### config.mk
export PLATFORM = sky130hd
export DESIGN_NAME = wb_scoreboard_flat
export DESIGN_NICKNAME = d
export VERILOG_FILES = /design/src/rtl/wb_scoreboard_if.sv /design/src/rtl/wb_scoreboard.sv /design/src/flat_wrapper.sv
export SDC_FILE = /design/constraint.sdc
export NUM_CORES = 1
export LEC_CHECK = 0
export ABC_CLOCK_PERIOD_IN_PS = 3900
export BUFFER_PORTS_ARGS = -buffer_cell sky130_fd_sc_hd__clkbuf_2
export CAP_MARGIN = 10
export CORE_ASPECT_RATIO = 0.6
export CORE_MARGIN = 8
export CORE_UTILIZATION = 40
export CTS_BUF_LIST = sky130_fd_sc_hd__clkbuf_4 sky130_fd_sc_hd__clkbuf_8
export CTS_CLUSTER_DIAMETER = 50
export DETAILED_ROUTE_END_ITERATION = 10
export PLACE_DENSITY = 0.53
export SYNTH_ARGS = -nofsm -noshare
export SYNTH_HDL_FRONTEND = slang
export SYNTH_SLANG_ARGS = --single-unit
### constraint.sdc
create_clock -name clk -period 3.9 [get_ports clk]
set_input_delay 0.195 -clock clk [delete_from_list [all_inputs] [get_ports clk]]
set_output_delay 0.195 -clock clk [all_outputs]
set_load 0.01 [all_outputs]
### src/rtl/wb_scoreboard_if.sv
// Bundle of issue/retire/squash events and ID-stage source queries for wb_scoreboard.
// The pipeline side drives the events (master); the scoreboard answers (slave).
interface wb_scoreboard_if #(
    parameter int NREGS = 16,
    parameter int RD_W  = 4
);
    // Event semantics: each *_valid / squash_ex pulse is one event in the cycle it is
    // high; there is no ready, and the scoreboard accepts every event unconditionally.
    logic              issue_valid;
    logic              issue_we;
    logic [RD_W-1:0]   issue_rd;
    logic              issue_is_load;
    logic              ldrdy_valid;
    logic [RD_W-1:0]   ldrdy_rd;
    logic              commit_valid;
    logic [RD_W-1:0]   commit_rd;
    logic              squash_ex;
    logic [RD_W-1:0]   squash_ex_rd;
    logic              squash_ex_load;
    logic              squash_ex_we;
    logic [RD_W-1:0]   id_rs1;
    logic [RD_W-1:0]   id_rs2;
    logic              id_rs1_used;
    logic              id_rs2_used;
    logic              stall_id;
    logic [NREGS-1:0]  pending_mask;
    logic              busy;
    logic              sb_error;

    modport master (
        output issue_valid, issue_we, issue_rd, issue_is_load,
        output ldrdy_valid, ldrdy_rd, commit_valid, commit_rd,
        output squash_ex, squash_ex_rd, squash_ex_load, squash_ex_we,
        output id_rs1, id_rs2, id_rs1_used, id_rs2_used,
        input  stall_id, pending_mask, busy, sb_error
    );

    modport slave (
        input  issue_valid, issue_we, issue_rd, issue_is_load,
        input  ldrdy_valid, ldrdy_rd, commit_valid, commit_rd,
        input  squash_ex, squash_ex_rd, squash_ex_load, squash_ex_we,
        input  id_rs1, id_rs2, id_rs1_used, id_rs2_used,
        output stall_id, pending_mask, busy, sb_error
    );
endinterface

### src/rtl/wb_scoreboard.sv
// Per-register counters of in-flight writes and loads for the RV32E pipeline,
// producing the load-use stall for ID and a sticky counter-error flag.
module wb_scoreboard #(
    parameter int NREGS = 16,
    parameter int CNT_W = 3
) (
    input  logic            clk,
    input  logic            rst,
    wb_scoreboard_if.slave  bus
);
    localparam int RD_W = $clog2(NREGS);
    localparam logic [CNT_W:0] CNT_MAX = {1'b0, {CNT_W{1'b1}}};

    logic [CNT_W-1:0] write_cnt [NREGS];
    logic [CNT_W-1:0] load_cnt  [NREGS];
    logic [CNT_W-1:0] write_nxt [NREGS];
    logic [CNT_W-1:0] load_nxt  [NREGS];
    logic             sb_error_q;
    logic             err_nxt;

    logic             issue_hit, commit_hit, ldrdy_hit, squash_hit;
    logic [1:0]       w_dec, l_dec;
    logic             w_err, l_err;

    // Returns {error, new_count}: net delta with clamp at 0 and saturation at max.
    function automatic logic [CNT_W:0] apply_delta(input logic [CNT_W-1:0] cnt,
                                                   input logic inc,
                                                   input logic [1:0] dec);
        logic [CNT_W:0] tot;
        logic [CNT_W:0] dcx;
        tot = {1'b0, cnt} + {{CNT_W{1'b0}}, inc};
        dcx = {{(CNT_W-1){1'b0}}, dec};
        if (dcx > tot) begin
            return {1'b1, {CNT_W{1'b0}}};
        end
        tot = tot - dcx;
        if (tot > CNT_MAX) begin
            return {1'b1, {CNT_W{1'b1}}};
        end
        return {1'b0, tot[CNT_W-1:0]};
    endfunction

    always_comb begin
        err_nxt    = sb_error_q;
        issue_hit  = 1'b0;
        commit_hit = 1'b0;
        ldrdy_hit  = 1'b0;
        squash_hit = 1'b0;
        w_dec      = 2'd0;
        l_dec      = 2'd0;
        w_err      = 1'b0;
        l_err      = 1'b0;
        for (int r = 0; r < NREGS; r++) begin
            write_nxt[r] = write_cnt[r];
            load_nxt[r]  = load_cnt[r];
        end
        // x0 is never tracked, so rd==0 events fall through untouched.
        for (int r = 1; r < NREGS; r++) begin
            issue_hit  = bus.issue_valid & bus.issue_we & (bus.issue_rd == RD_W'(r));
            commit_hit = bus.commit_valid & (bus.commit_rd == RD_W'(r));
            ldrdy_hit  = bus.ldrdy_valid & (bus.ldrdy_rd == RD_W'(r));
            squash_hit = bus.squash_ex & bus.squash_ex_we & (bus.squash_ex_rd == RD_W'(r));
            w_dec = {1'b0, commit_hit} + {1'b0, squash_hit};
            l_dec = {1'b0, ldrdy_hit} + {1'b0, squash_hit & bus.squash_ex_load};
            {w_err, write_nxt[r]} = apply_delta(write_cnt[r], issue_hit, w_dec);
            {l_err, load_nxt[r]}  = apply_delta(load_cnt[r], issue_hit & bus.issue_is_load, l_dec);
            err_nxt = err_nxt | w_err | l_err;
        end
    end

    always_ff @(posedge clk) begin
        if (rst) begin
            sb_error_q <= 1'b0;
            for (int r = 0; r < NREGS; r++) begin
                write_cnt[r] <= '0;
                load_cnt[r]  <= '0;
            end
        end else begin
            sb_error_q <= err_nxt;
            for (int r = 0; r < NREGS; r++) begin
                write_cnt[r] <= write_nxt[r];
                load_cnt[r]  <= load_nxt[r];
            end
        end
    end

    // A load that has reached WB is forwardable, so only load_cnt matters here.
    assign bus.stall_id = (bus.id_rs1_used && (bus.id_rs1 != '0) && (load_cnt[bus.id_rs1] != '0)) ||
                          (bus.id_rs2_used && (bus.id_rs2 != '0) && (load_cnt[bus.id_rs2] != '0));

    always_comb begin
        bus.pending_mask = '0;
        for (int r = 1; r < NREGS; r++) begin
            bus.pending_mask[r] = (write_cnt[r] != '0);
        end
    end

    assign bus.busy     = |bus.pending_mask;
    assign bus.sb_error = sb_error_q;
endmodule

### src/flat_wrapper.sv
// flat-port wrapper written by rule: the top's interface ports become plain ports
module wb_scoreboard_flat 
#(
    parameter int NREGS = 16,
    parameter int CNT_W = 3
)
  (clk, rst, bus_issue_valid, bus_issue_we, bus_issue_rd, bus_issue_is_load, bus_ldrdy_valid, bus_ldrdy_rd, bus_commit_valid, bus_commit_rd, bus_squash_ex, bus_squash_ex_rd, bus_squash_ex_load, bus_squash_ex_we, bus_id_rs1, bus_id_rs2, bus_id_rs1_used, bus_id_rs2_used, bus_stall_id, bus_pending_mask, bus_busy, bus_sb_error);
  wb_scoreboard_if #(.NREGS(NREGS)) bus_i ();
  input  logic clk;
  input  logic rst;
  input wire logic [$bits(bus_i.issue_valid)-1:0] bus_issue_valid;
  input wire logic [$bits(bus_i.issue_we)-1:0] bus_issue_we;
  input wire logic [$bits(bus_i.issue_rd)-1:0] bus_issue_rd;
  input wire logic [$bits(bus_i.issue_is_load)-1:0] bus_issue_is_load;
  input wire logic [$bits(bus_i.ldrdy_valid)-1:0] bus_ldrdy_valid;
  input wire logic [$bits(bus_i.ldrdy_rd)-1:0] bus_ldrdy_rd;
  input wire logic [$bits(bus_i.commit_valid)-1:0] bus_commit_valid;
  input wire logic [$bits(bus_i.commit_rd)-1:0] bus_commit_rd;
  input wire logic [$bits(bus_i.squash_ex)-1:0] bus_squash_ex;
  input wire logic [$bits(bus_i.squash_ex_rd)-1:0] bus_squash_ex_rd;
  input wire logic [$bits(bus_i.squash_ex_load)-1:0] bus_squash_ex_load;
  input wire logic [$bits(bus_i.squash_ex_we)-1:0] bus_squash_ex_we;
  input wire logic [$bits(bus_i.id_rs1)-1:0] bus_id_rs1;
  input wire logic [$bits(bus_i.id_rs2)-1:0] bus_id_rs2;
  input wire logic [$bits(bus_i.id_rs1_used)-1:0] bus_id_rs1_used;
  input wire logic [$bits(bus_i.id_rs2_used)-1:0] bus_id_rs2_used;
  output wire logic [$bits(bus_i.stall_id)-1:0] bus_stall_id;
  output wire logic [$bits(bus_i.pending_mask)-1:0] bus_pending_mask;
  output wire logic [$bits(bus_i.busy)-1:0] bus_busy;
  output wire logic [$bits(bus_i.sb_error)-1:0] bus_sb_error;
  assign bus_i.issue_valid = bus_issue_valid;
  assign bus_i.issue_we = bus_issue_we;
  assign bus_i.issue_rd = bus_issue_rd;
  assign bus_i.issue_is_load = bus_issue_is_load;
  assign bus_i.ldrdy_valid = bus_ldrdy_valid;
  assign bus_i.ldrdy_rd = bus_ldrdy_rd;
  assign bus_i.commit_valid = bus_commit_valid;
  assign bus_i.commit_rd = bus_commit_rd;
  assign bus_i.squash_ex = bus_squash_ex;
  assign bus_i.squash_ex_rd = bus_squash_ex_rd;
  assign bus_i.squash_ex_load = bus_squash_ex_load;
  assign bus_i.squash_ex_we = bus_squash_ex_we;
  assign bus_i.id_rs1 = bus_id_rs1;
  assign bus_i.id_rs2 = bus_id_rs2;
  assign bus_i.id_rs1_used = bus_id_rs1_used;
  assign bus_i.id_rs2_used = bus_id_rs2_used;
  assign bus_stall_id = bus_i.stall_id;
  assign bus_pending_mask = bus_i.pending_mask;
  assign bus_busy = bus_i.busy;
  assign bus_sb_error = bus_i.sb_error;
  wb_scoreboard #(.NREGS(NREGS), .CNT_W(CNT_W)) u_core (.clk(clk), .rst(rst), .bus(bus_i));
endmodule
==> run_results.csv <==
group,metric,value,unit
finish,final_core_util,44.3,%
pwr,power.density,419,nW/um^2
worst_hold_path,hold_class,"in2reg",
timing,fin_tns_setup,0,ns
synthesis,ys_ff_latch,91,
global_route,grt_antenna_before_repair,1,
worst_hold_path,min_from,"rst",
critical_path,reg2regPathDepth,10,
worst_hold_path,hold_depth,2,
die,die_h,133,um
pwr,clkPwrFrac,18.2,%
global_route,grtUsageTotal,18.6,%
finish,fin_nets,1368,
clocking,cts-hold-fix-buffers,0,
critical_path,endpoint_kind,"register",
timing,relSlewSlack,47.5,%
finish,drive_gt1_share,10.2,%
timing,finClkSkew,0.0141,ns
die,die_x,211,um
global_route,grt_pass1_wl,41.2,mm
critical_path,startpoint_type,"input port",
finish,diodes,0,
die,rows,43,
clocking,path_clk_slew,0.10,ns
die,core_area,22800,sq um
synthesis,yosys_warnings,0,
pwr,p_leak,0.00439,uW
clocking,insertion_delay,0.40,ns
pwr,p_int,2440,uW
clocking,cts_made_buffers,9,
synthesis,netlist_instances,1091,
critical_path,r2r_end,"u_core.bus.sb_error",
detailed_routing,dr.pass1.iters,7,
synthesis,ys_async_sr_fraction,0,%
finish,layout.cells.non_filler,1471,
finish,area_delta_synth_final,10.1,%
clocking,clock_sinks,91,
critical_path,cp.arrival,3.39,ns
global_route,grt_max_degree,39,
synthesis,ys.flop_type,"dfxtp_1",
clocking,cts_tree,"yes",
placed_design,gp_congestion,0.863,
pwr,seq_power_share,34.4,%
die,die_area,28100,sq um
clocking,root_buffer,"clkbuf_8",
synthesis,post_synth.cell_area_avg,8.39,sq um
detailed_routing,wire_per_inst,17.6,um
pwr,p_sw,1780,uW
critical_path,cp_max_fo,6,
timing,worstMarginPinSlew,0.781,ns
clocking,cts_setup_buffers,0,
global_route,overflow,0,
detailed_routing,vias_per_cell,5.42,
critical_path,r2r_setup_slack,1.04,ns
critical_path,path_class,"in2reg",
clocking,clk_path_buf_depth,2,
timing,setup_viol,0,
detailed_routing,routed_wl,25.8,mm
synthesis,seq_area_frac_synth,19.9,%
timing,hold_violations,0,
job,drv_cap,0,
detailed_routing,drc,0,
timing,period_share,80.2,%
timing,fmax,320,MHz
placed_design,dp.cells,1456,
synthesis,syn_area,9150,sq um
timing,maxSlewViolCount,0,
clocking,htreeDepth,3,
timing,grt_setup_unrepaired,"no",
placed_design,dp_hpwl,21.3,mm
detailed_routing,drt_iter0_drc,594,
detailed_routing,num_vias,7977,
die,io_pins,55,
synthesis,ys_types,68,
global_route,grt_pass1_vias,7426,
die,start_util,40.2,%
worst_hold_path,hold_end,"u_core.write_cnt[0][12]",
synthesis,postSynthNetCount,1307,
clocking,cts_repair_resize_count,0,
critical_path,crit-reg2reg-launch,"u_core.load_cnt[12][0]",
pwr,ir_worst_vdd,0.175,mV
pwr,p_sw_share,42.1,%
synthesis,synth-edff-count,0,
placed_design,port_buffers,53,
timing,period_needed,3.13,ns
status,status,"finished clean",
detailed_routing,antenna_left,0,
critical_path,crit_required,4.17,ns
pwr,power_frac_comb,47.4,%
[worst max path at each step]
stage	startpoint	to	slack (ns)	cells after the start
floorplan	bus_issue_rd[2]	u_core.bus.sb_error	1.03	13
global placement	bus_issue_rd[1]	u_core.bus.sb_error	0.39	13
detailed placement	bus_issue_rd[1]	u_core.bus.sb_error	0.37	13
CTS	bus_issue_rd[1]	u_core.bus.sb_error	0.81	13
global route	bus_issue_we	u_core.bus.sb_error	0.48	14
finish	bus_issue_rd[1]	u_core.bus.sb_error	0.77	13
[routing by layer]
layer,global-route usage [%],routed length [um]
met5,0,10
met4,3.95,329
met3,4.67,1930
met2,25.4,10000
met1,28.5,13500
[power groups by stage]
stage	combinational [uW]	clock, uW	sequential (uW)
2_1_floorplan	1380	0	1380
3_3_place_gp	1990	0	1480
3_5_place_dp	2000	0	1470
4_1_cts	2010	797	1450
5_1_grt	2260	829	1500
6_report	2000	767	1450
[logic make-up after synthesis]
logic type / synth area share, %
simple gates: 23.4
compound gates: 15.4
fa+ha+maj: 27.1
buf+inv: 6.18
flops: 19.9
xor+xnor: 6.22
mux: 1.80
other cells: 0.0410
[metrics by stage]
step           hold WS [ns]  power, uW  instance area [sq um]  setup slack (ns)
2_1_floorplan         0.507       2760                   9150              1.03
3_3_place_gp          0.620       3460                   9850             0.393
3_5_place_dp          0.620       3470                   9850             0.371
4_1_cts               0.439       4250                  10100             0.811
5_1_grt               0.477       4580                  10100             0.477
6_report              0.463       4220                  10100             0.773
[cell usage after synthesis, drive strengths merged (28+ instances only)]
master / count / area, sq um
xnor2: 37 / 324
nand2: 63 / 236
nor3: 31 / 165
fa: 30 / 601
nor2: 107 / 402
a211oi: 54 / 405
ha: 150 / 1880
nand3: 28 / 140
a21oi: 78 / 390
dfxtp: 91 / 1820
xor2: 28 / 245
inv: 128 / 480
[state kept, by name (all words and copies together), names as in the netlist]
name and flops:
u_core.write_cnt 45, u_core.load_cnt 45, u_core.bus.sb_error 1
[cell usage in the layout, fill, tap and decap left out, types with 4 or more instances in the layout]
master	netlist	layout
nand3b_1	8	8
a2111oi_0	5	5
nand4_1	6	6
o21ai_1	4	4
xor2_1	28	28
a21boi_0	8	8
fa_1	30	30
nand3_1	28	28
ha_1	150	150
a31oi_1	7	7
mux4_2	6	6
a311oi_1	8	8
clkbuf_8	0	10
xnor2_1	37	37
dfxtp_1	91	91
or2_2	6	6
buf_4	1	16
nor4_1	12	12
nor3b_1	8	8
nand2b_1	24	24
and4_1	5	5
or3_1	17	17
nor2b_1	7	7
a21o_1	4	4
clkbuf_2	0	53
nor3_1	29	29
or2_1	4	4
inv_1	127	127
o41ai_1	4	4
and2_1	7	7
a21oi_1	78	78
nor2_1	107	107
o21a_1	17	17
o21ai_0	7	7
and4b_1	22	22
nand2_1	63	63
a211oi_1	54	54
nor3b_2	12	12
[final cells by class]
| type | instances | area, sq um |
|---|---|---|
| multi-input combinational | 851 | 6760 |
| clock buffer | 13 | 160 |
| inverter | 130 | 488 |
| fill | 2298 | 12700 |
| timing repair buffer | 69 | 385 |
| sequential | 91 | 1820 |
| tap | 315 | 394 |
| clock inverter | 2 | 60.1 |
[critical path, stage by stage]
cell	delay, ns
clkbuf_2	0.11
or3_1	0.55
nor2_1	0.17
ha_1	0.25
ha_1	0.28
ha_1	0.29
nand2b_1	0.10
and4b_1	0.20
nor3b_2	0.33
and4_1	0.26
nand4_1	0.18
nor4_1	0.33
a41oi_1	0.14
Power figures use the tool's default switching activity.
